`src/rtl/audio_stream_fifo.sv`:
```
// rtl/audio_stream_fifo.sv - playback/capture stream FIFOs between user logic and the CODEC driver
module audio_stream_fifo #(
   parameter int SAMPLE_W      = 24,
   parameter int DEPTH         = 16,
   parameter int MONO          = 0,
   parameter int UNDERRUN_HOLD = 0,
   parameter int CNT_W         = 16
) (
   input  logic                      CLOCK_50,
   input  logic                      reset,
   input  logic                      enable,
   input  logic                      clear_stats,
   input  logic                      advance,
   input  logic [23:0]               adc_left,
   input  logic [23:0]               adc_right,
   output logic [23:0]               dac_left,
   output logic [23:0]               dac_right,
   input  logic                      play_valid,
   output logic                      play_ready,
   input  logic [2*SAMPLE_W-1:0]     play_data,
   output logic                      cap_valid,
   input  logic                      cap_ready,
   output logic [2*SAMPLE_W-1:0]     cap_data,
   output logic [$clog2(DEPTH):0]    play_level,
   output logic [CNT_W-1:0]          underruns,
   output logic [CNT_W-1:0]          overflows
);

   localparam int AW = $clog2(DEPTH);
   localparam int PW = 2 * SAMPLE_W;

   logic [PW-1:0] play_mem [DEPTH];
   logic [PW-1:0] cap_mem  [DEPTH];
   logic [AW:0]   play_wr, play_rd, cap_wr, cap_rd;
   logic          play_full, play_empty, cap_full, cap_empty;
   logic          tick, play_push, play_pop, cap_push, cap_pop;
   logic [PW-1:0] play_head, last_pair, dac_src;
   logic [23:0]   cap_right_src;
   logic [PW-1:0] cap_in;

   function automatic logic [23:0] widen(input logic [SAMPLE_W-1:0] s);
      logic [23:0] w;
      w = '0;
      w[23 -: SAMPLE_W] = s;
      return w;
   endfunction

   assign play_empty = (play_wr == play_rd);
   assign play_full  = (play_wr[AW] != play_rd[AW]) && (play_wr[AW-1:0] == play_rd[AW-1:0]);
   assign cap_empty  = (cap_wr == cap_rd);
   assign cap_full   = (cap_wr[AW] != cap_rd[AW]) && (cap_wr[AW-1:0] == cap_rd[AW-1:0]);

   assign tick       = advance & enable;
   assign play_push  = play_valid & ~play_full;
   assign play_pop   = tick & ~play_empty;
   assign cap_push   = tick & ~cap_full;
   assign cap_pop    = cap_ready & ~cap_empty;

   assign play_ready = ~play_full;
   assign play_level = play_wr - play_rd;
   assign cap_valid  = ~cap_empty;
   assign cap_data   = cap_mem[cap_rd[AW-1:0]];
   assign play_head  = play_mem[play_rd[AW-1:0]];

   // Underrun source: zero, or the last pair actually played when holding
   assign dac_src = ~play_empty ? play_head :
                    (UNDERRUN_HOLD != 0) ? last_pair : '0;

   assign cap_right_src = (MONO != 0) ? adc_left : adc_right;
   assign cap_in        = {adc_left[23 -: SAMPLE_W], cap_right_src[23 -: SAMPLE_W]};

   always_ff @(posedge CLOCK_50) begin
      if (play_push) play_mem[play_wr[AW-1:0]] <= play_data;
      if (cap_push)  cap_mem[cap_wr[AW-1:0]]   <= cap_in;
   end

   always_ff @(posedge CLOCK_50) begin
      if (reset) begin
         play_wr <= '0;
         play_rd <= '0;
         cap_wr  <= '0;
         cap_rd  <= '0;
      end else begin
         if (play_push) play_wr <= play_wr + 1'b1;
         if (play_pop)  play_rd <= play_rd + 1'b1;
         if (cap_push)  cap_wr  <= cap_wr + 1'b1;
         if (cap_pop)   cap_rd  <= cap_rd + 1'b1;
      end
   end

   always_ff @(posedge CLOCK_50) begin
      if (reset) begin
         dac_left  <= '0;
         dac_right <= '0;
         last_pair <= '0;
      end else if (!enable) begin
         dac_left  <= '0;
         dac_right <= '0;
      end else if (advance) begin
         dac_left  <= widen(dac_src[PW-1 -: SAMPLE_W]);
         dac_right <= (MONO != 0) ? widen(dac_src[PW-1 -: SAMPLE_W])
                                  : widen(dac_src[SAMPLE_W-1:0]);
         if (!play_empty) last_pair <= play_head;
      end
   end

   // Saturating counters; clear_stats wins over a same-cycle increment
   always_ff @(posedge CLOCK_50) begin
      if (reset || clear_stats) begin
         underruns <= '0;
         overflows <= '0;
      end else begin
         if (tick && play_empty && !(&underruns)) underruns <= underruns + 1'b1;
         if (tick && cap_full && !(&overflows))   overflows <= overflows + 1'b1;
      end
   end

endmodule

```
`config.mk`:
```
export PLATFORM = sky130hd
export DESIGN_NAME = audio_stream_fifo
export DESIGN_NICKNAME = d
export VERILOG_FILES = /design/src/rtl/audio_stream_fifo.sv
export SDC_FILE = /design/constraint.sdc
export NUM_CORES = 1
export LEC_CHECK = 0
export CAP_MARGIN = 15
export CORE_MARGIN = 2
export CORE_UTILIZATION = 30
export CTS_CLUSTER_SIZE = 25
export DETAILED_ROUTE_END_ITERATION = 12
export PLACE_DENSITY = 0.56
export SLEW_MARGIN = 40
export SYNTH_ARGS = -nofsm -noshare
export SYNTH_HDL_FRONTEND = slang
export SYNTH_SLANG_ARGS = --single-unit
```
`constraint.sdc`:
```
create_clock -name CLOCK_50 -period 15 [get_ports CLOCK_50]
set_clock_uncertainty 0.1 [all_clocks]
set_input_delay 3 -clock CLOCK_50 [delete_from_list [all_inputs] [get_ports CLOCK_50]]
set_output_delay 3 -clock CLOCK_50 [all_outputs]
set_load 0.01 [all_outputs]
```
* Word level (Yosys, flattened, before mapping)
Memories as Yosys holds them, arrays and structs flattened. A register that Yosys moved wholly into a read port is not among the register bits.
Index checks and enable logic that the tools add are counted.
** Storage, ports and cells
- Flip-flop bits (word level) :: 100
- Bits in writable memories :: 1536
- Output and inout port bits :: 135
- Memories :: 2
** Memory list
- cap_mem :: depth 16, width 48, rd ports 1, clocked after memory_dff 1, write ports 1, line 33 : logic [PW-1:0] cap_mem [DEPTH];
- play_mem :: depth 16, width 48, rd ports 1, clocked after memory_dff 1, write ports 1, line 32 : logic [PW-1:0] play_mem [DEPTH];
** Operators by class
- Add/sub/neg operators :: 7
- Equality and inequality tests :: 6
- Multiplexer cells :: 9
- Bitwise logic cells :: 10
- Reduce and logical (&&, ||, !) cells :: 12
** Operators with widths (number)
- 48-bit 2-to-1 mux :: 1
- 16-bit by 1-bit adder with 16-bit output, second input constant :: 2
- 16-bit AND reduction :: 2
- 5-bit by 1-bit adder with 5-bit output, second input constant :: 4
- 4-bit 2-to-1 mux :: 4
- 5-bit equality test :: 2
- 4-bit equality test :: 2
- 1-bit logical AND :: 6
- 1-bit AND :: 5
- 1-bit inverter :: 5
- 5-bit subtractor :: 1
- 1-bit 2-to-1 mux :: 4
- 1-bit zero test :: 2
- 1-bit != test :: 2
- 2-bit OR reduction :: 1
- 1-bit logical OR :: 1

* Logic depth before layout (Yosys ltp)
- Depth in word-level cells :: 6
- Mapped depth :: 10
- Gate-level depth less buffers :: 7

* Least setup slack after synthesis
No wires, ideal clock.
- Path type :: input -> register
- From :: input enable
- To :: memory cap_mem[3][0] (netlist bit) (enable)
- Library setup time :: 0.513 ns
- Data arrival time :: 6.785 ns
- Required time :: 14.387 ns
- Setup slack :: 7.602 ns
- Stages on the path :: 4
- Cells stage by stage :: and2_1 clkbuf_1 o211ai_1 nor3_1
** On the way
- Longest elaborated chain between the ends :: 4
** Ends and longest elaborated chain
- start: declaration :: line 11 : input logic enable,
- 1-bit AND :: line 53 : assign tick = advance & enable;
- 1-bit AND :: line 56 : assign cap_push = tick & ~cap_full;
- 1-bit 2-to-1 mux :: line 74 : if (cap_push) cap_mem[cap_wr[AW-1:0]] <= cap_in;
- 1-bit 2-to-1 mux (implied by the code) :: line 74
- end: declaration :: line 33
No other way between the ends.

==> impl_summary.txt <==
----------------------------------------------------
[Run status]
  Outcome ... finished clean

[Timing]
  Final Hold Fails ... 0
  RSZ-0062 raised after global routing ... false
  Setup total negative slack ... 0 ps
  Total of endpoints with negative setup slack in the final report ... 0
  Maximum clock rate ... 0.137 GHz
  Portion of the clock cycle consumed by the worst path in the final layout ... 0.487
  Number of pins exceeding their max-slew limit in the final report ... 0
  Slew @ Worst Pin ... 861 ps
  Setup slack after layout ... 7700 ps
  Headroom to the max-slew limit ... 0.426
  Final period demand of the worst path ... 7300 ps

[Clock tree]
  CTS resizes ... 0
  Clock insertion delay at the later pin of the skew report ... 810 ps
  CTS clock-pin slew for the worst setup and hold paths ... 60 ps
  Number of buffers inserted during clock tree synthesis ... 175
  Clk buf depth ... 3
  Cell chosen for the clock root ... sky130_fd_sc_hd__clkbuf_16
  H-tree level count ... 4
  CTS tree ... yes
  # clock sinks ... 1644
  Buffers inserted during post-CTS setup optimization ... 0
  Number of hold buffers added after cts ... 0

[Placed design]
  Port Buf Inserts ... 237
  Final weighted congestion in routability-driven placement ... 0.733
  Instance area after placement ... 0.0685 mm^2
  Worst setup slack before clock tree synthesis ... 8460 ps
  DPL Wire Length ... 79500 um

[GRT]
  Maximum number of pins on one net before global-route repair ... 103
  Vias in the first global route ... 30613
  Total global routing track utilization ... 0.143
  Global-route wire length before repair ... 220000 um
  Number of antenna violations at the first check in global routing ... 27
  Overall overflow remaining after global route ... 0

[Routing]
  Post-DR vias/cell ... 4.81
  Total Routed Length ... 153000 um
  Via count of the routed design ... 29434
  Detailed Routing Iterations Pass 1 ... 7
  Post-detailed-route wirelength per cell ... 25.1 um
  Number of DRC markers in iteration 0 ... 2518
  DRC violations left ... 0
  Antenna Nets Post-Route ... 0

[Logic synthesis]
  Fraction of the yosys area taken by sequential cells ... 0.773
  Synth Flop Type ... sky130_fd_sc_hd__edfxtp_1
  Synthesis Warnings ... 0
  Number of enable-type register cells in the synthesized netlist ... 1536
  Mapped Area ... 0.0625 mm^2
  Yosys cell types ... 48
  Number of cells produced by synthesis ... 2841
  Number of synthesized register bits ... 1644
  Share of flip-flops with an asynchronous set or reset after synthesis ... 0
  Mean Syn Cell Area ... 22.0 um^2
  Total nets after synthesis ... 2961

[Floorplanning]
  Initial Util ... 0.302
  Area of the die ... 0.212 mm^2
  Die Width ... 460 um
  FP Rows ... 167
  Area inside the core boundary ... 0.207 mm^2
  Die height ... 460 um
  Boundary Pins ... 238

[Setup path]
  Top fanout value on the critical path ... 37
  Kind of capture point of the worst setup path ... output pin
  Sort of element at the start of the critical path ... flop
  Startpoint of the most critical register-to-register path ... play_wr[2]$_SDFFE_PP0P_
  FF-to-FF setup slack ... 11210 ps
  Worst-case reg-to-reg path depth ... 6
  Critical path required time ... 11900 ps
  CP arrival ... 4200 ps
  Critical path class ... reg2out
  Critical register-to-register path endpoint ... play_mem[5][0]$_DFFE_PP_

[Hold path]
  WHS Path Cells ... 2
  Worst hold path class ... reg2reg
  Worst min-delay path startpoint ... dac_right[18]$_SDFFE_PP0P_
  Hold endpoint ... dac_right[18]$_SDFFE_PP0P_

[Power and ir drop]
  Total power consumption of the routed design ... 10000 uW
  Areal power density over the cells ... 135 mW/mm^2
  Leak pwr ... 0.0220 uW
  Peak VDD IR ... 0.115 mV

[Finish]
  Area growth from synthesis to final layout ... 19.0%
  Final Instance Area ... 0.0743 mm^2
  Core Util, Final ... 0.359
  Number of fill cells ... 18992
  Net count, final ... 3295
  Layout cell share with drive strength beyond 1 ... 0.219

[Run]
  Maxcap violations ... 0

----------------------------------------------------
metrics by stage:
stage,hold slack [ps],std cells
after CTS,400,6107
after detailed placement,389,5786
after global placement,379,5774
final,402,6117
after global routing,429,6111
after floorplan,395,2841
cells by family (layout without fill, tap and decap cells):
logic type               after synthesis  after routing  share of synthesized area
other                                  0             10                          0
AND/OR/NAND/NOR                      260            260                     0.0206
adder cells (fa/ha/maj)               17             17                    0.00352
multiplexers                         530            530                      0.163
XOR/XNOR                              40             40                    0.00561
AO/OA/AOI/OAI                        193            193                     0.0210
buffers and inverters                157            635                     0.0134
flip-flops                          1644           1644                      0.773
final cells by class:
cell class / instances / area, um^2 / share of cell area
Clock buffer: 222 / 4650 / 0.0625
Tap cell: 2788 / 3490 / 0.0469
Sequential cell: 1644 / 48300 / 0.650
Timing Repair Buffer: 304 / 3120 / 0.0419
Inverter: 10 / 37.5 / 0.000505
Antenna cell: 10 / 25.0 / 0.000337
Multi-Input combinational cell: 1040 / 13600 / 0.183
Clock inverter: 99 / 1110 / 0.0149
power by group:
group	internal (uW)	leakage (uW)	switching, uW
clock network	2500	0.00280	1810
logic	301	0.00451	300
registers	5060	0.0147	30.3
total	7860	0.0220	2140
cell usage after synthesis, types with 24 or more instances:
cell type	number	area share
sky130_fd_sc_hd__dfxtp_1	108	0.035
sky130_fd_sc_hd__mux2i_1	146	0.023
sky130_fd_sc_hd__xnor2_1	24	0.0034
sky130_fd_sc_hd__edfxtp_1	1536	0.74
sky130_fd_sc_hd__a22oi_1	48	0.0058
sky130_fd_sc_hd__nor2_1	115	0.0069
sky130_fd_sc_hd__mux4_2	361	0.13
sky130_fd_sc_hd__a21oi_1	25	0.0020
sky130_fd_sc_hd__clkbuf_1	61	0.0037
sky130_fd_sc_hd__a221oi_1	48	0.0067
sky130_fd_sc_hd__o21ai_0	61	0.0049
sky130_fd_sc_hd__nand3_1	24	0.0019
sky130_fd_sc_hd__buf_2	46	0.0037
state kept, by name, summed over array words and instances, names as in the netlist, 16 cells and up, named ones only:
register   flops
overflows     16
dac_left      24
cap_mem      768
dac_right     24
play_mem     768
underruns     16
placed cells by master (no fill, tap or decap), types with 9 or more instances in the layout:
cell / n
sky130_fd_sc_hd__mux4_2: 361
sky130_fd_sc_hd__buf_6: 24
sky130_fd_sc_hd__nor2_1: 103
sky130_fd_sc_hd__nand4_1: 23
sky130_fd_sc_hd__ha_1: 16
sky130_fd_sc_hd__xnor2_1: 24
sky130_fd_sc_hd__clkbuf_16: 177
sky130_fd_sc_hd__mux4_1: 23
sky130_fd_sc_hd__nand2_1: 20
sky130_fd_sc_hd__o21ai_0: 61
sky130_fd_sc_hd__clkbuf_1: 40
sky130_fd_sc_hd__bufinv_16: 17
sky130_fd_sc_hd__clkinv_2: 26
sky130_fd_sc_hd__clkinv_1: 32
sky130_fd_sc_hd__diode_2: 10
sky130_fd_sc_hd__edfxtp_1: 1536
sky130_fd_sc_hd__inv_1: 10
sky130_fd_sc_hd__nor2_4: 12
sky130_fd_sc_hd__mux2i_1: 146
sky130_fd_sc_hd__buf_4: 29
sky130_fd_sc_hd__xor2_1: 16
sky130_fd_sc_hd__nand3_1: 24
sky130_fd_sc_hd__buf_12: 9
sky130_fd_sc_hd__or3_1: 10
sky130_fd_sc_hd__dfxtp_1: 101
sky130_fd_sc_hd__clkdlybuf4s50_1: 237
sky130_fd_sc_hd__a221oi_1: 48
sky130_fd_sc_hd__and3_4: 12
sky130_fd_sc_hd__a22oi_1: 48
sky130_fd_sc_hd__a21oi_1: 23
how the worst max path moves through the flow:
stage | depth (start not counted) | from | to
after floorplan | 4 | enable | cap_mem[3][0]$_DFFE_PP_
after CTS | 5 | flop | cap_data[17]
after global placement | 4 | flop | cap_data[29]
after global routing | 5 | flop | cap_data[17]
final | 5 | flop | cap_data[17]
after detailed placement | 5 | flop | cap_data[17]
metal layers:
metal / track usage / wire [um]
met2: 0.238 / 75300
met5: 0 / 181
met3: 0.0373 / 9740
met4: 0.0422 / 3900
met1: 0.183 / 64300
worst max-delay path, stage by stage (launching register included):
cell	delay (ps)
sky130_fd_sc_hd__dfxtp_4	700
sky130_fd_sc_hd__buf_12	280
sky130_fd_sc_hd__buf_4	630
sky130_fd_sc_hd__mux4_1	640
sky130_fd_sc_hd__mux4_2	560
sky130_fd_sc_hd__clkdlybuf4s50_1	520
(Power assumes the default switching activity.)
